<file path="src/rtl/wb_dma_pkg.sv">
// wb_dma_pkg: shared state encoding and constants for the Wishbone copy engine.
package wb_dma_pkg;

    typedef enum logic [2:0] {
        IDLE,
        RD,
        RD_GAP,
        WR,
        WR_GAP,
        DONE
    } state_t;

    localparam logic [31:0] WORD_BYTES = 32'd4;
    localparam logic [3:0]  SEL_ALL    = 4'hF;
    localparam logic [31:0] ADDR_MASK  = ~(WORD_BYTES - 32'd1);

    function automatic logic is_bus(input state_t s);
        return (s == RD) || (s == WR);
    endfunction

endpackage

</file>
<file path="src/rtl/wb_dma_copy.sv">
// wb_dma_copy: word-by-word Wishbone memory copy, one read then one write per word.
// Define WB_DMA_TIMEOUT_EN to abort a transfer that waits TIMEOUT cycles for ack.
module wb_dma_copy
    import wb_dma_pkg::*;
#(
    parameter int LEN_W   = 16,
    parameter int TIMEOUT = 255
) (
    input  logic             i_clk,
    input  logic             i_rst_n,
    input  logic             i_start,
    input  logic [31:0]      i_src,
    input  logic [31:0]      i_dst,
    input  logic [LEN_W-1:0] i_len,
    output logic             o_busy,
    output logic             o_done,
    output logic             o_err,
    output logic [31:0]      o_wb_adr,
    output logic [31:0]      o_wb_dat,
    output logic [3:0]       o_wb_sel,
    output logic             o_wb_we,
    output logic             o_wb_stb,
    output logic             o_wb_cyc,
    input  logic [31:0]      i_wb_rdt,
    input  logic             i_wb_ack
);

    state_t           state;
    state_t           state_n;
    logic [31:0]      src;
    logic [31:0]      src_n;
    logic [31:0]      dst;
    logic [31:0]      dst_n;
    logic [31:0]      data;
    logic [31:0]      data_n;
    logic [LEN_W-1:0] cnt;
    logic [LEN_W-1:0] cnt_n;
    logic             bus;
    logic             tout;

    logic             stb_n;
    logic             we_n;
    logic             busy_n;
    logic             done_n;
    logic [3:0]       sel_n;
    logic [31:0]      adr_n;
    logic [31:0]      dat_n;

    assign bus = is_bus(state);

    always_ff @(posedge i_clk or negedge i_rst_n) begin
        if (!i_rst_n) begin
            state <= IDLE;
            src   <= '0;
            dst   <= '0;
            cnt   <= '0;
            data  <= '0;
        end else begin
            state <= state_n;
            src   <= src_n;
            dst   <= dst_n;
            cnt   <= cnt_n;
            data  <= data_n;
        end
    end

    always_comb begin
        state_n = state;
        src_n   = src;
        dst_n   = dst;
        cnt_n   = cnt;
        data_n  = data;
        unique case (state)
            IDLE: begin
                if (i_start) begin
                    src_n   = i_src & ADDR_MASK;
                    dst_n   = i_dst & ADDR_MASK;
                    cnt_n   = i_len;
                    state_n = (i_len == '0) ? DONE : RD;
                end
            end
            RD: begin
                if (i_wb_ack) begin
                    data_n  = i_wb_rdt;
                    state_n = RD_GAP;
                end else if (tout) begin
                    state_n = DONE;
                end
            end
            RD_GAP: state_n = WR;
            WR: begin
                if (i_wb_ack) begin
                    state_n = WR_GAP;
                end else if (tout) begin
                    state_n = DONE;
                end
            end
            WR_GAP: begin
                src_n   = src + WORD_BYTES;
                dst_n   = dst + WORD_BYTES;
                cnt_n   = cnt - LEN_W'(1);
                state_n = (cnt == LEN_W'(1)) ? DONE : RD;
            end
            DONE:    state_n = IDLE;
            default: state_n = IDLE;
        endcase
    end

`ifdef WB_DMA_TIMEOUT_EN
    localparam int TW = $clog2(TIMEOUT + 1);
    localparam logic [TW-1:0] T_LAST = TW'(TIMEOUT - 1);

    logic [TW-1:0] tcnt;

    // tcnt counts strobe cycles already spent without ack in this transfer
    assign tout = bus && !i_wb_ack && (tcnt == T_LAST);

    always_ff @(posedge i_clk or negedge i_rst_n) begin
        if (!i_rst_n) begin
            tcnt <= '0;
        end else if (bus && !i_wb_ack && !tout) begin
            tcnt <= tcnt + 1'b1;
        end else begin
            tcnt <= '0;
        end
    end

    always_ff @(posedge i_clk or negedge i_rst_n) begin
        if (!i_rst_n) begin
            o_err <= 1'b0;
        end else if (state == IDLE && i_start) begin
            o_err <= 1'b0;
        end else if (tout) begin
            o_err <= 1'b1;
        end
    end
`else
    assign tout  = 1'b0;
    assign o_err = 1'b0;
`endif

    // Bus outputs are derived from the next state so they leave a flop
    always_comb begin
        stb_n  = is_bus(state_n);
        we_n   = (state_n == WR);
        sel_n  = stb_n ? SEL_ALL : 4'h0;
        busy_n = (state_n != IDLE);
        done_n = (state_n == DONE);
        adr_n  = o_wb_adr;
        dat_n  = o_wb_dat;
        if (state_n == RD) begin
            adr_n = src_n;
        end
        if (state_n == WR) begin
            adr_n = dst_n;
            dat_n = data_n;
        end
    end

    always_ff @(posedge i_clk or negedge i_rst_n) begin
        if (!i_rst_n) begin
            o_busy   <= 1'b0;
            o_done   <= 1'b0;
            o_wb_stb <= 1'b0;
            o_wb_cyc <= 1'b0;
            o_wb_we  <= 1'b0;
            o_wb_sel <= '0;
            o_wb_adr <= '0;
            o_wb_dat <= '0;
        end else begin
            o_busy   <= busy_n;
            o_done   <= done_n;
            o_wb_stb <= stb_n;
            o_wb_cyc <= stb_n;
            o_wb_we  <= we_n;
            o_wb_sel <= sel_n;
            o_wb_adr <= adr_n;
            o_wb_dat <= dat_n;
        end
    end

endmodule

</file>
<file path="config.mk">
export PLATFORM = sky130hd
export DESIGN_NAME = wb_dma_copy
export DESIGN_NICKNAME = d
export VERILOG_FILES = /design/src/rtl/wb_dma_pkg.sv /design/src/rtl/wb_dma_copy.sv
export SDC_FILE = /design/constraint.sdc
export NUM_CORES = 1
export LEC_CHECK = 0
export BUFFER_PORTS_ARGS = -buffer_cell sky130_fd_sc_hd__buf_2
export CAP_MARGIN = 5
export CORE_ASPECT_RATIO = 1.25
export CORE_MARGIN = 4
export CORE_UTILIZATION = 49
export DETAILED_ROUTE_END_ITERATION = 10
export PLACE_DENSITY_LB_ADDON = 0.15
export SETUP_SLACK_MARGIN = 0.05
export SLEW_MARGIN = 20
export SYNTH_ARGS = -nofsm -noshare
export SYNTH_HDL_FRONTEND = slang
export SYNTH_SLANG_ARGS = --single-unit
export TNS_END_PERCENT = 5
</file>
<file path="constraint.sdc">
create_clock -name i_clk -period 2.4 [get_ports i_clk]
set_input_delay 0.12 -clock i_clk [delete_from_list [all_inputs] [get_ports i_clk]]
set_output_delay 0.12 -clock i_clk [all_outputs]
set_load 0.01 [all_outputs]
</file>
After elaboration in Yosys (flattened, before gate mapping)
Index checks and enable logic that the tools add are counted.
Widths: inputs -> output; s select.
{ "totals": {"ff_bits": 187, "wordCells": 48, "out_inout_bits": 74} }
{ "op_classes": {"n_reduce_logical": 7, "n_eq_ne": 9, "muxes": 17, "add_sub_neg": 3} }
{ "op_table": {"columns": ["cell", "n"], "rows": [
  ["$mux 32", 6],
  ["$pmux 32 s2", 2],
  ["$add 32x3->32 const B", 2],
  ["$pmux 16 s2", 1],
  ["$eq 16x1->1 const B", 1],
  ["$logic_not 16->1", 1],
  ["$mux 16", 1],
  ["$sub 16x1->16 const B", 1],
  ["$mux 3", 5],
  ["$pmux 3 s5", 1],
  ["$eq 3x2->1 const B", 3],
  ["$eq 3x1->1 const B", 2],
  ["$eq 3x3->1 const B", 2],
  ["$mux 4", 1],
  ["$reduce_bool 2->1", 2],
  ["$logic_not 3->1", 1],
  ["$reduce_bool 3->1", 1],
  ["$ne 2x2->1 const B", 1],
  ["$reduce_and 2->1", 1],
  ["$logic_or 1x1->1", 1]
]} }

Longest topological paths before layout
{ "logic_depth": {"word_depth": 7, "depth_mapped": 10, "mapped_depth_nobuf": 8} }

Worst setup path before layout
OpenSTA, ideal clock, no wires.
{ "synth_path": {"path_type": "reg2reg", "startpoint": "register state[1]", "endpoint": "register o_wb_adr[29]", "required_ns": 2.274, "setup_slack_ns": -0.135, "path_stages_with_launch": 10, "period_less_slack_ns": 2.535, "arrival_ns": 2.409, "cell_sequence": "dfrtp_1 > buf_6 > or3b_1 > buf_2 > or4_4 > o22a_1 > and3_1 > buf_6 > buf_6 > a221o_1"} }
{ "synth_between": {"elab_chain_len": 4} }
{ "synth_rtl": {"columns": ["item", "line", "text"], "rows": [
  ["start, declared", "wb_dma_copy.sv:28", "state_t state;"],
  ["start signal, assigned", "wb_dma_copy.sv:59", "state <= state_n;"],
  ["$eq 3x3->1, or another cell as far along", "wb_dma_copy.sv:73", "unique case (state)"],
  ["$pmux 3 s5 / $pmux 32 s2 (equally long branches)", "wb_dma_copy.sv:73", null],
  ["$eq 3x2->1, or another cell as far along", "wb_dma_copy.sv:154", "if (state_n == WR) begin"],
  ["$mux 32 / $reduce_bool 2->1 (equally long branches)", null, null],
  ["end signal, assigned", "wb_dma_copy.sv:177", "o_wb_adr <= adr_n;"],
  ["end, declared", "wb_dma_copy.sv:18", "output logic [31:0] o_wb_adr,"]
]} }
Several ways; a longest one is shown, not always the timed one. The select of a mux whose other input is x is not followed.
A chain may end at the register's enable or synchronous reset.

Final worst setup path
{ "layout_path": {"startpoint": "register cnt[10]", "endpoint": "register o_wb_adr[5]"} }
{ "layout_between": {"elab_chain_len": 5} }
{ "layout_rtl": {"columns": ["item", "line", "text"], "rows": [
  ["start, declared", "wb_dma_copy.sv:36", "logic [LEN_W-1:0] cnt;"],
  ["start signal, assigned", "wb_dma_copy.sv:62", "cnt <= cnt_n;"],
  ["$eq 16x1->1 *", "wb_dma_copy.sv:102", "state_n = (cnt == LEN_W'(1)) ? DONE : RD;"],
  ["$mux 3 *", "wb_dma_copy.sv:102", null],
  ["$pmux 3 s5 *", "wb_dma_copy.sv:73", null],
  ["$eq 3x2->1 / $eq 3x1->1 (equally long branches)", "wb_dma_copy.sv:154, wb_dma_copy.sv:151", null],
  ["$mux 32 / $reduce_bool 2->1 (equally long branches)", null, null]
]} }
Every way passes the cells marked *; elsewhere a longest branch is shown, timed or not.

==> run metrics <==
number of I/O pins=190; Cell Rows=between 50 and 60; CTS sink cnt=183; HPWL Detailed=approximately 19000 microns; H-tree depth=4; Setup-failing EPs final=0; area occupied by registers=approximately 4600 sq um; FF+latch count, synth=around 180; DRT Pass-1 Iters=6; FMAX=between 0.4 and 0.5 GHz; Die Y=~160 microns; Seq/Total Area, Yosys=0.5238; CP Max Fanout=9; port bufs=between 150 and 200; CTS clock-pin slew for the worst setup and hold paths=0.08 ns; n_diodes=0; multi-input logic area=a little under 4000 sq um; CTS tree=done; CTS root buffer=clkbuf_16; Reg2Reg Depth=7; post-synth cell types=61; Data arrival, critical path=2.63 ns; top cells by area, synth=dfrtp_1 (52%), mux2_2 (8.2%), nand2_1 (3.0%); Worst EP required=around 2.7 ns; Tmin final=~2.3 ns; Post-Syn Area=8742 sq um; clock buffer depth=2; Critical Path Sink=o_wb_adr[5]; fin crit share=0.9655; area leader, netlist=dfrtp_1; Final WS setup=about 0.083 ns; layout cells sized above 1=0.3191; Post-synth top flop=dfrtp_1; DIE WIDTH=between 100 and 150 microns; GRT Residual Overflow=0; Synth warnings=0; reg-to-reg endpoint=o_wb_adr[5]; Routed WL per cell=19.91 microns; Pwr per Cell Area=roughly 1300 nW/um^2; Final #Nets=1229; RSZ-0062 raised after global routing=true; antenna violations before repair=3; Antenna Nets Post-Route=0; die area=around 20000 sq um; DRT iter0 DRCs=about 570; vias in the first global route=8059; number of max-cap violations=0; Vias/cell=approximately 5.9; WL final=between 20000 and 30000 microns; Leakage=about 0.0051 uW; FF-to-FF setup slack=0.08 ns; launching element type of the critical path=flip-flop; DP Worst Slack=-0.01364 ns; Worst setup startpoint=cnt[10]; crit path capture type=flip-flop; post-synth net total=between 900 and 1000; Synth Area per Inst=10.42 sq um; Slowest Stage Delay on Critical Path=0.50 ns; first-pass GRT wire length=~42000 microns; count leader, synth=dfrtp_1; R2R Path Start=cnt[10]; core area=around 17000 sq um; Syn-to-layout area delta=31.66%; VDD IR max=0.7029 mV; crit-path cells=or3_1 -> or4_4 -> o22a_4 -> nand2_2 -> inv_4 -> and3_1 -> a221o_1; Hold Crit Class=in -> reg; top cell type's share of synthesized area=0.5238; Syn Inst Count=approximately 840; CTS Buf Count=17; Fillers=roughly 1400; largest net degree at the start of global routing=63; gr usage total=0.2680; Routability Congestion=a little over 0.9; Clock Skews=~0.0093 ns; Via Count=between 7000 and 8000; max_slew headroom=0.5880; Worst path slowest cell=or4_4; post-CTS setup buffers=0; worst skew pair latency=around 0.43 ns; EDFF count, synth=0; DRC violations left=0; fraction of registers with async set/reset=1.000; final hold vios=0; Synth top cells by count=dfrtp_1 (183), nand2_1 (71), mux2_2 (64); fin. max-slew vios=0; Slew @ Worst Pin=just over 0.6 ns; status=completed; Initial Utilization=0.4996; Crit Path Class=reg -> reg; PnR Total Power=approximately 15000 uW
==> placed cells by master (no fill, tap or decap), drive strengths merged, types with 19 or more instances in the layout <==
master	Yosys	layout
a21oi	49	49
a221o	20	20
nor2	53	53
nand3	30	30
nand2	71	71
dlygate4sd3	0	69
a22oi	22	22
inv	12	22
o22ai	33	33
o21ai	42	42
dfrtp	183	183
nor4	19	19
mux2	64	64
buf	17	239
nor3	27	27
==> sequential cells by signal, summed over array words and instances (netlist names) <==
register,count
state,3
o_wb_sel,1
dst,32
o_done,1
o_wb_dat,32
o_wb_we,1
cnt,16
o_wb_adr,32
src,32
o_busy,1
data,32
==> worst min-delay path by stage <==
stage / start / endpoint / slack [ns] / cells after the start
6_report: i_dst[25] / dst[25] / 0.01 / 3
4_1_cts: i_dst[23] / dst[23] / 0.0002 / 3
3_5_place_dp: i_rst_n / dst[27] / 0.15 / 1
3_3_place_gp: i_rst_n / dst[27] / 0.15 / 1
5_1_grt: i_src[16] / src[16] / 0.008 / 3
2_1_floorplan: i_rst_n / cnt[0] / -0.18 / 0
==> metrics by stage <==
stage | setup TNS [ns] | cell area (sq um) | hold WS [ns] | util | cells
after floorplan | -0.2337 | 8748 | -0.1756 | - | 839
after global placement | 0 | 10220 | 0.1545 | 0.5839 | 1245
after detailed placement | -0.02717 | 10220 | 0.1533 | 0.5839 | 1245
after CTS | 0 | 11500 | 0.0002034 | 0.6569 | 1346
after global routing | 0 | 11510 | 0.007711 | 0.6577 | 1346
final | 0 | 11510 | 0.01244 | 0.6577 | 1346
==> report_power, final <==
part	switching [uW]	internal [uW]
Sequential	1160	4620
Clock	1350	1390
Combinational	3680	3120
==> layout make-up <==
cell class | instances | share of cell area
timing repair buffer | 309 | 0.1860
clock inverter | 15 | 0.01315
sequential | 183 | 0.3980
multi-input combinational | 585 | 0.3371
inverter | 13 | 0.004457
tap | 224 | 0.02435
clock buffer | 17 | 0.03696
==> worst max-delay path: cells and delay by family, from the launching register on <==
kind / cells / cell delay (ns)
and+or+nand+nor: 4 / 1.21
DFF: 1 / 0.39
buffers and inverters: 1 / 0.08
AOI/OAI and AO/OA: 2 / 0.52
==> per-layer routing <==
| layer | routed length, microns | track usage | up-vias |
|---|---|---|---|
| met2 | 13540 | 0.4597 | 298 |
| met1 | 10340 | 0.3181 | 3890 |
| met4 | 1322 | 0.1395 | 6 |
| li1 | - | - | 3692 |
| met3 | 1565 | 0.05465 | 87 |
| met5 | 34 | 0 | - |
==> repair_timing <==
action,4_1_cts,5_1_grt
resized for setup,2,3
setup endpoints to repair,9,14
hold buffers,69,0
endpoints found under the hold margin,127,0
==> kinds of logic after synthesis <==
| group | share of synthesized area |
|---|---|
| buf+inv | 0.03678 |
| other cells | 0.0004290 |
| xor+xnor | 0.009017 |
| mux | 0.1019 |
| flops | 0.5238 |
| fa+ha+maj | 0.005725 |
| compound gates | 0.1738 |
| simple gates | 0.1486 |
Power figures use the tool's default switching activity.
